## src/rtl/pkt_pkg.sv

```systemverilog
// Shared definitions for the packetizer/depacketizer pair: flit field layout,
// FSM state encoding and the default ctrl field values.
package pkt_pkg;

    localparam int W0_MSB   = 47;
    localparam int W0_LSB   = 32;
    localparam int W1_MSB   = 31;
    localparam int W1_LSB   = 16;
    localparam int CTRL_MSB = 15;
    localparam int CTRL_LSB = 0;

    localparam logic [15:0] BODY_CTRL_DEF  = 16'hFFFF;
    localparam logic [15:0] TAIL1_CTRL_DEF = 16'hFFF1;
    localparam logic [15:0] TAIL2_CTRL_DEF = 16'hFFF2;
    localparam logic [15:0] PAD_WORD_DEF   = 16'h0000;

    typedef enum logic [1:0] {
        S_W0,
        S_W1,
        S_SEND
    } state_t;

    function automatic logic [47:0] makeFlit(input logic [15:0] w0,
                                             input logic [15:0] w1,
                                             input logic [15:0] ctrl);
        logic [47:0] f;
        f                    = '0;
        f[W0_MSB:W0_LSB]     = w0;
        f[W1_MSB:W1_LSB]     = w1;
        f[CTRL_MSB:CTRL_LSB] = ctrl;
        return f;
    endfunction

endpackage

```

## src/rtl/packetizer.sv

```systemverilog
// Packs 16-bit payload words into 48-bit flits {word0, word1, ctrl} and holds
// each flit until the router side accepts it; counts accepted tail flits.
module packetizer
    import pkt_pkg::*;
#(
    parameter logic [15:0] BODY_CTRL  = BODY_CTRL_DEF,
    parameter logic [15:0] TAIL1_CTRL = TAIL1_CTRL_DEF,
    parameter logic [15:0] TAIL2_CTRL = TAIL2_CTRL_DEF,
    parameter logic [15:0] PAD_WORD   = PAD_WORD_DEF,
    parameter int          CNT_W      = 8
) (
    input  logic             clk,
    input  logic             reset,
    input  logic [15:0]      data_in,
    input  logic             data_valid,
    input  logic             data_last,
    output logic             data_ready,
    output logic [47:0]      flitout,
    output logic             flit_valid,
    input  logic             flit_ready,
    output logic [CNT_W-1:0] pkt_count
);

    state_t            r_state;
    logic [15:0]       r_word0;
    logic [47:0]       r_flit;
    logic              r_valid;
    logic [CNT_W-1:0]  r_count;

    state_t            w_nextState;
    logic [15:0]       w_nextWord0;
    logic [47:0]       w_nextFlit;
    logic              w_nextValid;
    logic              w_inXfer;
    logic              w_flitXfer;
    logic              w_isTail;

    assign w_inXfer   = data_valid && data_ready;
    assign w_flitXfer = r_valid && flit_ready;
    assign w_isTail   = (r_flit[CTRL_MSB:CTRL_LSB] != BODY_CTRL);

    assign flitout    = r_flit;
    assign flit_valid = r_valid;
    assign pkt_count  = r_count;

    always_ff @(posedge clk or posedge reset) begin
        if (reset) begin
            r_state <= S_W0;
            r_word0 <= '0;
            r_flit  <= '0;
            r_valid <= 1'b0;
            r_count <= '0;
        end else begin
            r_state <= w_nextState;
            r_word0 <= w_nextWord0;
            r_flit  <= w_nextFlit;
            r_valid <= w_nextValid;
            if (w_flitXfer && w_isTail) begin
                r_count <= r_count + {{(CNT_W-1){1'b0}}, 1'b1};
            end
        end
    end

    // In S_SEND a word arriving alongside the outgoing flit is treated as a fresh word0.
    always_comb begin
        w_nextState = r_state;
        w_nextWord0 = r_word0;
        w_nextFlit  = r_flit;
        w_nextValid = r_valid;
        data_ready  = 1'b1;

        case (r_state)
            S_W0: begin
                if (w_inXfer) begin
                    w_nextWord0 = data_in;
                    if (data_last) begin
                        w_nextFlit  = makeFlit(data_in, PAD_WORD, TAIL1_CTRL);
                        w_nextValid = 1'b1;
                        w_nextState = S_SEND;
                    end else begin
                        w_nextState = S_W1;
                    end
                end
            end
            S_W1: begin
                if (w_inXfer) begin
                    w_nextFlit  = makeFlit(r_word0, data_in,
                                           data_last ? TAIL2_CTRL : BODY_CTRL);
                    w_nextValid = 1'b1;
                    w_nextState = S_SEND;
                end
            end
            S_SEND: begin
                data_ready = flit_ready;
                if (w_flitXfer) begin
                    w_nextValid = 1'b0;
                    w_nextState = S_W0;
                    if (w_inXfer) begin
                        w_nextWord0 = data_in;
                        if (data_last) begin
                            w_nextFlit  = makeFlit(data_in, PAD_WORD, TAIL1_CTRL);
                            w_nextValid = 1'b1;
                            w_nextState = S_SEND;
                        end else begin
                            w_nextState = S_W1;
                        end
                    end
                end
            end
            default: begin
                w_nextState = S_W0;
                w_nextValid = 1'b0;
            end
        endcase
    end

endmodule
```

## config.mk

```make
export PLATFORM = sky130hd
export DESIGN_NAME = packetizer
export DESIGN_NICKNAME = d
export VERILOG_FILES = /design/src/rtl/pkt_pkg.sv /design/src/rtl/packetizer.sv
export SDC_FILE = /design/constraint.sdc
export NUM_CORES = 1
export LEC_CHECK = 0
export ABC_AREA = 1
export CAP_MARGIN = 20
export CORE_UTILIZATION = 48
export CTS_CLUSTER_DIAMETER = 150
export DETAILED_ROUTE_END_ITERATION = 7
export PLACE_DENSITY = 0.79
export SLEW_MARGIN = 10
export SYNTH_ARGS = -nofsm -noshare
export SYNTH_HDL_FRONTEND = slang
export SYNTH_SLANG_ARGS = --single-unit
export TNS_END_PERCENT = 5
```

## constraint.sdc

```tcl
create_clock -name clk -period 2.8 [get_ports clk]
set_clock_uncertainty 0.2 [all_clocks]
set_input_delay 0.56 -clock clk [delete_from_list [all_inputs] [get_ports clk]]
set_output_delay 0.56 -clock clk [all_outputs]
set_load 0.02 [all_outputs]
```

# ---- After elaboration in Yosys (flattened, before gate mapping)
# Index checks and enable logic that the tools add are counted.
dict set report totals {
  word_cells 46
  inputBits 21
  reg_bits 75
}
dict set report classes {
  muxes 23
  addsub 1
  n_eq_ne 7
  reduce_logical 10
}
# operator count
set ops {}
lappend ops {{48-bit two-way mux} 4}
lappend ops {{48-bit one-hot mux with 3 select lines} 1}
lappend ops {{16-bit two-way mux} 2}
lappend ops {{16-bit one-hot mux with 2 select lines} 1}
lappend ops {{16-bit != test (second input constant)} 1}
lappend ops {{2-bit two-way mux} 5}
lappend ops {{8-bit by 1-bit adder with 8-bit output (second input constant)} 1}
lappend ops {{2-bit != test (second input constant)} 4}
lappend ops {{1-bit two-way mux} 7}
lappend ops {{2-bit one-hot mux with 3 select lines} 1}
lappend ops {{3-bit AND reduction} 2}
lappend ops {{4-bit two-way mux} 1}
lappend ops {{4-bit AND reduction} 1}
lappend ops {{1-bit logical AND} 3}
lappend ops {{1-bit one-hot mux with 3 select lines} 1}
lappend ops {{3-bit nonzero test} 1}
lappend ops {{2-bit by 1-bit equality test with 1-bit output (second input constant)} 1}
lappend ops {{2-bit equality test (second input constant)} 1}
lappend ops {{2-bit logical NOT} 1}
lappend ops {{2-bit AND reduction} 1}
lappend ops {{2-bit nonzero test} 1}

# ---- Logic depth before layout (Yosys ltp)
# Gate-level depths: netlist of the first run.
dict set report depth {
  depth_word 6
  mapped_depth 8
}

# ---- Least setup slack after synthesis of the first run
# Ideal clock, no wire load.
dict set report synth_timing {
  kind {input to register}
  from {input flit_ready}
  to {register r_state[1]}
  n_path_buf 1
  path_slack_ns 1.127
  setup_ns 0.120
  t_required_ns 2.480
  cell_stages 7
  arrival_ns 1.353
  cell_sequence {inv_1 > nand3_2 > nand3_1 > nand2_2 > nand2_4 > buf_4 > nand2_1}
}
dict set report synth_between {
  elab_chain_len 5
  elab_cells_between_ends 10
}
# item line_no
set synth_rtl {}
lappend synth_rtl {{from (decl)} packetizer.sv:20} ;# input logic flit_ready,
lappend synth_rtl {{1-bit two-way mux (*)} packetizer.sv:72} ;# case (r_state)
lappend synth_rtl {{net data_ready} packetizer.sv:17} ;# output logic data_ready,
lappend synth_rtl {{1-bit logical AND (*)} packetizer.sv:38} ;# assign w_inXfer = data_valid && data_ready;
lappend synth_rtl {{2-bit two-way mux} packetizer.sv:98} ;# if (w_inXfer) begin
lappend synth_rtl {{2-bit two-way mux} packetizer.sv:95} ;# if (w_flitXfer) begin
lappend synth_rtl {{2-bit one-hot mux with 3 select lines} packetizer.sv:72}
lappend synth_rtl {{to (signal assigned)} packetizer.sv:54} ;# r_state <= w_nextState;
lappend synth_rtl {{to (decl)} packetizer.sv:24} ;# state_t r_state;
# Mark *: on every way through the listed nets, which the timed path passes. The rest lies on a longest branch. The select of a mux whose other input is x is not followed.
# A chain may end at the register's enable or synchronous reset.

# ---- Final worst setup path of the first run
dict set report layout_timing {
  from {input flit_ready}
  to {output data_ready}
}
dict set report layout_between {
  elab_chain_len 1
}
# item line_no
set layout_rtl {}
lappend layout_rtl {{1-bit two-way mux} packetizer.sv:72}
lappend layout_rtl {{to (decl)} packetizer.sv:17}
# No other way between the ends.

==> metrics.yaml, run 1 <==
arrival_ns: 1.80
firstDrtPassIters: 4
whs_ns: 0.272
core_region_area_um2: 5920
hold_class: "flip-flop to flip-flop"
synth_compound_area_share_pct: 5.97
worstMarginPinSlew_ns: 0.514
cts.repair.resized: 0
clock_tree.root_cell: "clkbuf_8"
yosysTopAreaCell: "dfrtp_1"
syn_nets: 386
synth_xor_area_share_pct: 0.896
die_y_um: 80.2
vias: 2511
wl_per_cell_um: 12.4
synth-seq-cells: 63
ioPinCount: 79
htree_levels: 3
gp_congestion: 0.816
yosysSeqAreaShare_pct: 53.7
p_leak_nw: 2.00
track_usage_pct: 21.9
slew_violations: 0
min_path_cells: 2
overflow: 0
synthSimpleGateAreaFrac_pct: 28.5
netlist.area_leader.share_pct: 53.7
critPathRequiredTime_ns: 2.04
peakVddDrop_mv: 0.486
clk_latency_ns: 0.33
synth.area.top_cells: "dfrtp_1 (54%), nand2_1 (20%), o21ai_0 (5.8%)"
cts_tree: "yes"
worstRegToRegCells: 7
outcome: "finished clean"
area_growth_pct: 32.0
worstPathMaxFanout: 5
drc: 0
synth_top_family_by_area: "simple AND/OR/NAND/NOR gates"
grt_pass1_wl_um: 10600
min_period_ns: 2.56
clk_pin_slew_worst_paths_ns: 0.06
end_kind: "output pin"
hpwlAfterDp_um: 4350
synth_area_per_cell_um2: 8.06
fp.dieW_um: 80.2
max_freq_mhz: 391
drt_iter0_markers: 134
cts_num_sinks: 63
setup_viol: 0
grt_setup_unrepaired: "no"
routed_wl_um: 6340
diodes: 0
setup_tns_ns: 0
hold_buffers: 0
yosys_warnings: 0
postCtsSetupRepairBufs: 0
clk_path_buf_depth: 2
synthAdderAreaFrac_pct: 0.426
netlist_instances: 364
hold_violations: 0
post-route-period-util_pct: 91.4
maxCapViolations: 0
routed_via_density: 4.89
fp-row-count: 28
relSlewSlack_pct: 65.7
cts_buffers: 9
dieArea_um2: 6430
syn-cell-area_um2: 2930
grt_pass1_vias: 2362
crit_path_start_kind: "primary input"
synth_cell_types: 21
initial_core_util_pct: 49.6
antenna_found_initial: 0
power_density_nw_per_um2: 1070
io_buffers: 78
yosys-mux-area-fraction_pct: 0
antenna_left: 0
grt_max_degree: 42
fin_nets: 457
critPathKind: "primary input to output pin"
drive_gt1_share_pct: 6.16
-- report_power, final --
group / switching, W / total, W / internal (W)
Sequential: 0.000244 / 0.00153 / 0.00129
Clock: 0.000318 / 0.000677 / 0.000359
Combinational: 0.00115 / 0.00193 / 0.000779
-- synth_stat cells --
| cell type | instances |
|---|---|
| inv_1 | 39 |
| nand3_2 | 2 |
| clkbuf_1 | 6 |
| ha_1 | 1 |
| nand3b_1 | 2 |
| nor2_1 | 6 |
| a21oi_1 | 1 |
| dfrtp_1 | 63 |
| nand3_1 | 23 |
| nor2_2 | 1 |
| nand2_1 | 155 |
| buf_6 | 2 |
| nand4_1 | 5 |
| nand2_4 | 1 |
| nand2_2 | 2 |
| buf_2 | 3 |
| xor2_1 | 3 |
| buf_4 | 13 |
| inv_2 | 1 |
| o21ai_0 | 34 |
| nor2_8 | 1 |
-- layout make-up --
class,instances,area [µm²]
Clock buffer,13,159
Clock inverter,1,5.00
Fill cell,506,2050
Inverter,40,150
Multi-Input combinational cell,237,1050
Sequential cell,63,1580
Tap cell,75,93.8
Timing Repair Buffer,84,838
-- critical path, stage by stage --
cell             delay [ns]
clkdlybuf4s50_1        0.47
inv_1                  0.05
nand3_2                0.10
clkdlybuf4s50_1        0.61
-- placed cells by master (no fill, tap or decap), drive strengths merged --
cell type      netlist  final
nand2              158    158
clkdlybuf4s50        0     78
dfrtp               63     63
inv                 40     40
o21ai               34     34
nand3               25     25
clkbuf               6     13
nor2                 8      8
buf                 18      6
nand4                5      5
xor2                 3      3
nand3b               2      2
a21oi                1      1
ha                   1      1
clkinv               0      1
-- metrics by stage --
step | util, % | setup WS, ns | instance area, µm² | std cells | power [W]
floorplan | - | 0.470 | 2930 | 364 | 0.00271
global placement | 62.6 | 0.257 | 3710 | 499 | 0.00341
detailed placement | 62.6 | 0.241 | 3710 | 499 | 0.00347
CTS | 65.4 | 0.236 | 3870 | 513 | 0.00417
global route | 65.4 | 0.187 | 3870 | 513 | 0.00444
finish | 65.4 | 0.241 | 3870 | 513 | 0.00414
-- routing by layer --
layer	up-vias	GRT usage (%)	routed length, µm
met4	0	10.2	126
met5	-	0	0
met3	12	3.86	318
li1	1255	-	-
met1	1161	27.7	2880
met2	83	36.5	3020
-- logic make-up (layout without fill, tap and decap cells) --
| group | Yosys count | in the layout |
|---|---|---|
| AO/OA/AOI/OAI | 35 | 35 |
| AND/OR/NAND/NOR | 198 | 198 |
| XOR/XNOR | 3 | 3 |
| flip-flops | 63 | 63 |
| buffers and inverters | 64 | 138 |
| adder cells (fa/ha/maj) | 1 | 1 |
-- sequential cells by signal (all words and copies together) (netlist names) --
signal	count
flitout	36
r_word0	16
pkt_count	8
r_state	2
flit_valid	1
-- worst paths after layout --
check	end	from	slack, ns
min reg2reg	flitout[46]	flitout[46]	0.27
max in group asynchronous	r_word0[2]	reset	1.43
max reg2reg	flitout[27]	r_state[0]	1.04
max	data_ready	flit_ready	0.24
min	flitout[46]	flitout[46]	0.27
min in group asynchronous	flitout[18]	reset	0.38
Power figures use the tool's default switching activity.
==> run 2, diff against run 1 <==
--- a/config.mk
+++ b/config.mk
@@ -7,10 +7,10 @@
 export LEC_CHECK = 0
 export ABC_AREA = 1
 export CAP_MARGIN = 20
-export CORE_UTILIZATION = 48
+export CORE_UTILIZATION = 40
 export CTS_CLUSTER_DIAMETER = 150
 export DETAILED_ROUTE_END_ITERATION = 7
-export PLACE_DENSITY = 0.79
+export PLACE_DENSITY = 0.68
 export SLEW_MARGIN = 10
 export SYNTH_ARGS = -nofsm -noshare
 export SYNTH_HDL_FRONTEND = slang
==> metrics.yaml, run 2 (same netlist as run 1, synthesis figures left out) <==
outcome: "finished clean"
htree_levels: 3  # unchanged
peakVddDrop_mv: 0.361  # -26%
die_y_um: 87.6  # +9.3%
vias: 2465  # -1.8%
routed_via_density: 4.61  # -5.9%
firstDrtPassIters: 5  # +1
clk_pin_slew_worst_paths_ns: 0.06  # about the same
slew_violations: 0  # unchanged
max_freq_mhz: 390  # -0.15%
final_cell_mix: "nand2_1 (155), clkdlybuf4s50_1 (78), dfrtp_1 (63)"
fin_nets: 457  # unchanged
fp.dieW_um: 87.6  # +9.3%
min_period_ns: 2.56  # +0.00373 ns
io_buffers: 78  # unchanged
p_leak_nw: 2.02  # +0.65%
setup_viol: 0  # unchanged
drive_gt1_share_pct: 6.61  # +0.44 points
gp_congestion: 0.827  # +1.4%
cts_tree: "yes"
grt_pass1_vias: 2192  # -7.2%
cts_num_sinks: 63  # unchanged
initial_core_util_pct: 42.3  # -7.3 points
hold_buffers: 0  # unchanged
fin_area_um2: 3930  # +1.6%
dp_cells: 520  # +4.2%
grt_setup_unrepaired: "no"
routed_wl_um: 6360  # +0.28%
end_kind: "output pin"
hold_class: "flip-flop to flip-flop"
cts.repair.resized: 0  # unchanged
post-route-period-util_pct: 91.5  # +0.13 points
diodes: 0  # unchanged
area_growth_pct: 34.0
critPathKind: "primary input to output pin"
postCtsSetupRepairBufs: 0  # unchanged
fp-row-count: 30  # +7.1%
hpwlAfterDp_um: 4290  # -1.2%
maxCapViolations: 0  # unchanged
clk_path_buf_depth: 2  # unchanged
antenna_left: 0  # unchanged
drc: 0  # unchanged
grt_max_degree: 64  # +52%
wl_per_cell_um: 11.9  # -3.8%
setup_tns_ns: 0  # unchanged
worstMarginPinSlew_ns: 0.398  # -0.116 ns
relSlewSlack_pct: 73.4  # +7.8 points
grt_pass1_wl_um: 10300  # -2.4%
final_cells: 535  # +4.3%
critPathRequiredTime_ns: 2.04  # about the same
core_region_area_um2: 6940  # +17%
hold_violations: 0  # unchanged
power_density_nw_per_um2: 1070  # +0.64%
drt_iter0_markers: 136  # +1.5%
final_common_cell: "nand2_1"
postPlaceCellArea_um2: 3730  # +0.71%
track_usage_pct: 17.9  # -4.1 points
worstPathMaxFanout: 5  # unchanged
arrival_ns: 1.80  # about the same
crit_path_start_kind: "primary input"
largest_reg_flops: 36  # unchanged
whs_ns: 0.269  # -0.00350 ns
cts_buffers: 9  # unchanged
overflow: 0  # unchanged
clock_tree.root_cell: "clkbuf_8"
ioPinCount: 79  # unchanged
clk_latency_ns: 0.33  # about the same
dieArea_um2: 7680  # +19%
antenna_found_initial: 0  # unchanged
[run 2: changes by cell type in the layout (fill, tap and decap cells not counted)]
cell / before / now
clkbuf_1: 2 / 1
bufinv_16: 0 / 1
clkinvlp_4: 0 / 1
[run 2: metrics by stage]
stage	util, %	power [W]	setup WS [ns]
floorplan	-	0.00271	0.470
global placement	53.8	0.00344	0.252
detailed placement	53.8	0.00348	0.246
CTS	56.6	0.00429	0.237
global route	56.6	0.00454	0.201
finish	56.6	0.00423	0.238
[run 2: power breakdown]
group	leakage, nW	internal (W)	total (W)	switching (W)
Sequential	0.799	0.00128	0.00152	0.000238
Clock	0.0985	0.000453	0.000781	0.000328
Combinational	1.12	0.000778	0.00192	0.00114
[run 2: per-layer routing]
metal	track usage, %	routed length [µm]	vias to the layer above
met2	27.2	2860	72
met3	2.92	273	10
met1	24.3	3100	1130
met5	0	0	-
li1	-	-	1253
met4	10.3	128	0
[run 2: worst max-delay path, cell delays in order]
cell	delay (ns)
clkdlybuf4s50_1	0.48
inv_1	0.05
nand3_2	0.10
clkdlybuf4s50_1	0.61
[run 2: area by class of cell]
class / count / area [µm²]
fillers: 664 / 3010
flip-flops and latches: 63 / 1580
multi-input cells: 237 / 1050
repair buffers: 84 / 838
clock buffers: 12 / 155
inverters: 40 / 150
well taps: 96 / 120
clock inverters: 3 / 42.5
[run 2: worst paths after layout]
kind	startpoint	end	slack, ns	depth (start not counted)
worst min register to register	flitout[44]	flitout[44]	0.27	2
max in group asynchronous	reset	flitout[1]	1.70	3
worst max-delay path	flit_ready	data_ready	0.24	4
worst max register to register	r_state[0]	flitout[37]	1.05	7
worst min-delay path	flitout[44]	flitout[44]	0.27	2
min in group asynchronous	reset	flit_valid	0.42	3
==> run 3, diff against run 2 <==
--- a/config.mk
+++ b/config.mk
@@ -10,9 +10,9 @@
 export CORE_UTILIZATION = 40
 export CTS_CLUSTER_DIAMETER = 150
 export DETAILED_ROUTE_END_ITERATION = 7
-export PLACE_DENSITY = 0.68
+export PLACE_DENSITY = 0.76
 export SLEW_MARGIN = 10
 export SYNTH_ARGS = -nofsm -noshare
 export SYNTH_HDL_FRONTEND = slang
 export SYNTH_SLANG_ARGS = --single-unit
-export TNS_END_PERCENT = 5
+export TNS_END_PERCENT = 10
==> metrics.yaml, run 3 (same netlist as run 1, synthesis figures left out) <==
outcome: "finished clean"
peakVddDrop_mv: 0.405  # +12%
worstRegToRegCells: 7  # unchanged
rr_endpoint: "flitout[33]"
fin_area_um2: 3920  # -0.22%
final_cells: 536  # +0.19%
cts_num_sinks: 63  # unchanged
slowest_delay_ns: 0.61  # about the same
power_switching_w: 0.00173  # +1.2%
area_growth_pct: 33.7
cp_cell_sequence: "clkdlybuf4s50_1, inv_1, nand3_2, clkdlybuf4s50_1"
setup_tns_ns: 0  # unchanged
hold_class: "flip-flop to flip-flop"
r2r_setup_slack_ns: 1.04  # about the same
grt_pass1_wl_um: 10600  # +2.7%
dieArea_um2: 7680  # unchanged
nFillCells: 641  # -3.5%
critPathKind: "primary input to output pin"
routed_via_density: 4.60  # -0.23%
min_path_cells: 2  # unchanged
cpMostUsedCell: "clkdlybuf4s50_1"
vias: 2464  # -0.041%
regArea_um2: 1580  # unchanged
cts_tree: "yes"
end_kind: "output pin"
top_usage_layer: "met2"
postPlaceCellArea_um2: 3730  # unchanged
initial_core_util_pct: 42.3  # unchanged
drc: 0  # unchanged
maxCapViolations: 0  # unchanged
clock_tree.root_cell: "clkbuf_8"
hold_buffers: 0  # unchanged
hold_end: "flitout[31]"
wl_per_cell_um: 11.8  # -0.75%
whs_ns: 0.272  # +0.00283 ns
r2r_start: "r_state[0]"
worstPathMaxFanout: 5  # unchanged
grt_pass1_vias: 2308  # +5.3%
io_buffers: 78  # unchanged
post-route-period-util_pct: 91.8  # +0.28 points
postCtsSetupRepairBufs: 0  # unchanged
die_y_um: 87.6  # unchanged
crit_slowest_cell: "clkdlybuf4s50_1"
clk_pin_slew_worst_paths_ns: 0.07  # about the same
track_usage_pct: 18.3  # +0.48 points
critPathRequiredTime_ns: 2.04  # about the same
antenna_left: 0  # unchanged
worstMarginPinSlew_ns: 0.466  # +0.0677 ns
final_core_util_pct: 56.5  # -0.13 points
drt_iter0_markers: 137  # +0.74%
drive_gt1_share_pct: 6.82  # +0.21 points
hold_start: "flitout[31]"
hpwlAfterDp_um: 4420  # +3.1%
power_density_nw_per_um2: 1070  # -0.38%
grt_max_degree: 45  # -30%
use_met3_pct: 4.62  # +1.7 points
final_common_cell: "nand2_1"
crit_path_start_kind: "primary input"
seqPwrFrac_pct: 36.2  # +0.2 points
core_region_area_um2: 6940  # unchanged
fp.dieW_um: 87.6  # unchanged
multi_input_area_um2: 1050  # unchanged
critPathTopFamily: "buffers and inverters"
dp_cells: 520  # unchanged
grtUsageMet1_pct: 23.6  # -0.62 points
final_cell_mix: "nand2_1 (155), clkdlybuf4s50_1 (78), dfrtp_1 (63)"
overflow: 0  # unchanged
fin_nets: 457  # unchanged
pwr-share-clk_pct: 18.0  # -0.5 points
clk_latency_ns: 0.33  # about the same
gp_congestion: 0.783  # -5.4%
arrival_ns: 1.81  # about the same
relSlewSlack_pct: 68.9  # -4.5 points
power.share.switching_pct: 41.2  # +0.74 points
diodes: 0  # unchanged
global_route.usage.met2_pct: 29.3  # +2.1 points
p_int_w: 0.00247  # -1.8%
slew_violations: 0  # unchanged
cts_buffers: 9  # unchanged
firstDrtPassIters: 4  # -1
fp-row-count: 30  # unchanged
largest_reg_flops: 36  # unchanged
hold_violations: 0  # unchanged
routed_wl_um: 6320  # -0.57%
grt_setup_unrepaired: "no"
max_freq_mhz: 389  # -0.31%
setup_viol: 0  # unchanged
antenna_found_initial: 0  # unchanged
ioPinCount: 79  # unchanged
htree_levels: 3  # unchanged
clk_path_buf_depth: 2  # unchanged
p_leak_nw: 2.01  # -0.12%
combPwrFrac_pct: 45.8  # +0.3 points
cts.repair.resized: 0  # unchanged
cp.buffers_inverters: 3  # unchanged
min_period_ns: 2.57  # +0.00787 ns
run 3: cell count changes in the layout (fill, tap and decap cells not counted), sizes merged:
| cell | delta |
|---|---|
| clkinv | +3 |
| clkbuf | -2 |
run 3: layer usage:
metal  vias to the layer above  wire length [µm]  share of wire (%)
li1                       1254                 -                  -
met1                      1119              2980                 47
met2                        83              2890                 46
met3                         8               342                5.4
met4                         0               106                1.7
met5                         -                 0                  0
run 3: worst max-delay path by stage:
stage               depth (start not counted)          to        from
finish                                      4  data_ready  flit_ready
global route                                4  data_ready  flit_ready
CTS                                         4  data_ready  flit_ready
detailed placement                          4  data_ready  flit_ready
global placement                            4  data_ready  flit_ready
floorplan                                   1  flit_valid       reset
run 3: stage by stage:
stage	setup WS (ns)	power (W)
3_5_place_dp	0.241	0.00348
6_report	0.230	0.00420
2_1_floorplan	0.470	0.00271
4_1_cts	0.238	0.00426
5_1_grt	0.176	0.00453
3_3_place_gp	0.253	0.00343
run 3: worst reg2reg max path, delay by kind of cell (launching register included):
| family | cells | cell delay [ns] |
|---|---|---|
| buf+inv | 1 | 0.21 |
| simple gates | 6 | 0.87 |
| flops | 1 | 0.42 |
run 3: final cells by class:
| class | count | share of cell area, % |
|---|---|---|
| timing repair buffer | 84 | 21.4 |
| multi-input combinational | 237 | 26.8 |
| clock inverter | 6 | 1.56 |
| clock buffer | 10 | 3.25 |
| inverter | 40 | 3.83 |
| sequential | 63 | 40.2 |
| tap | 96 | 3.06 |
run 3: power by group through the flow:
stage	combinational (W)	sequential [W]	clock, W
final	0.00192	0.00152	0.000755
after global routing	0.00213	0.00157	0.000830
after CTS	0.00195	0.00153	0.000781
after detailed placement	0.00195	0.00154	0
after global placement	0.00190	0.00152	0
after floorplan	0.000917	0.00179	0
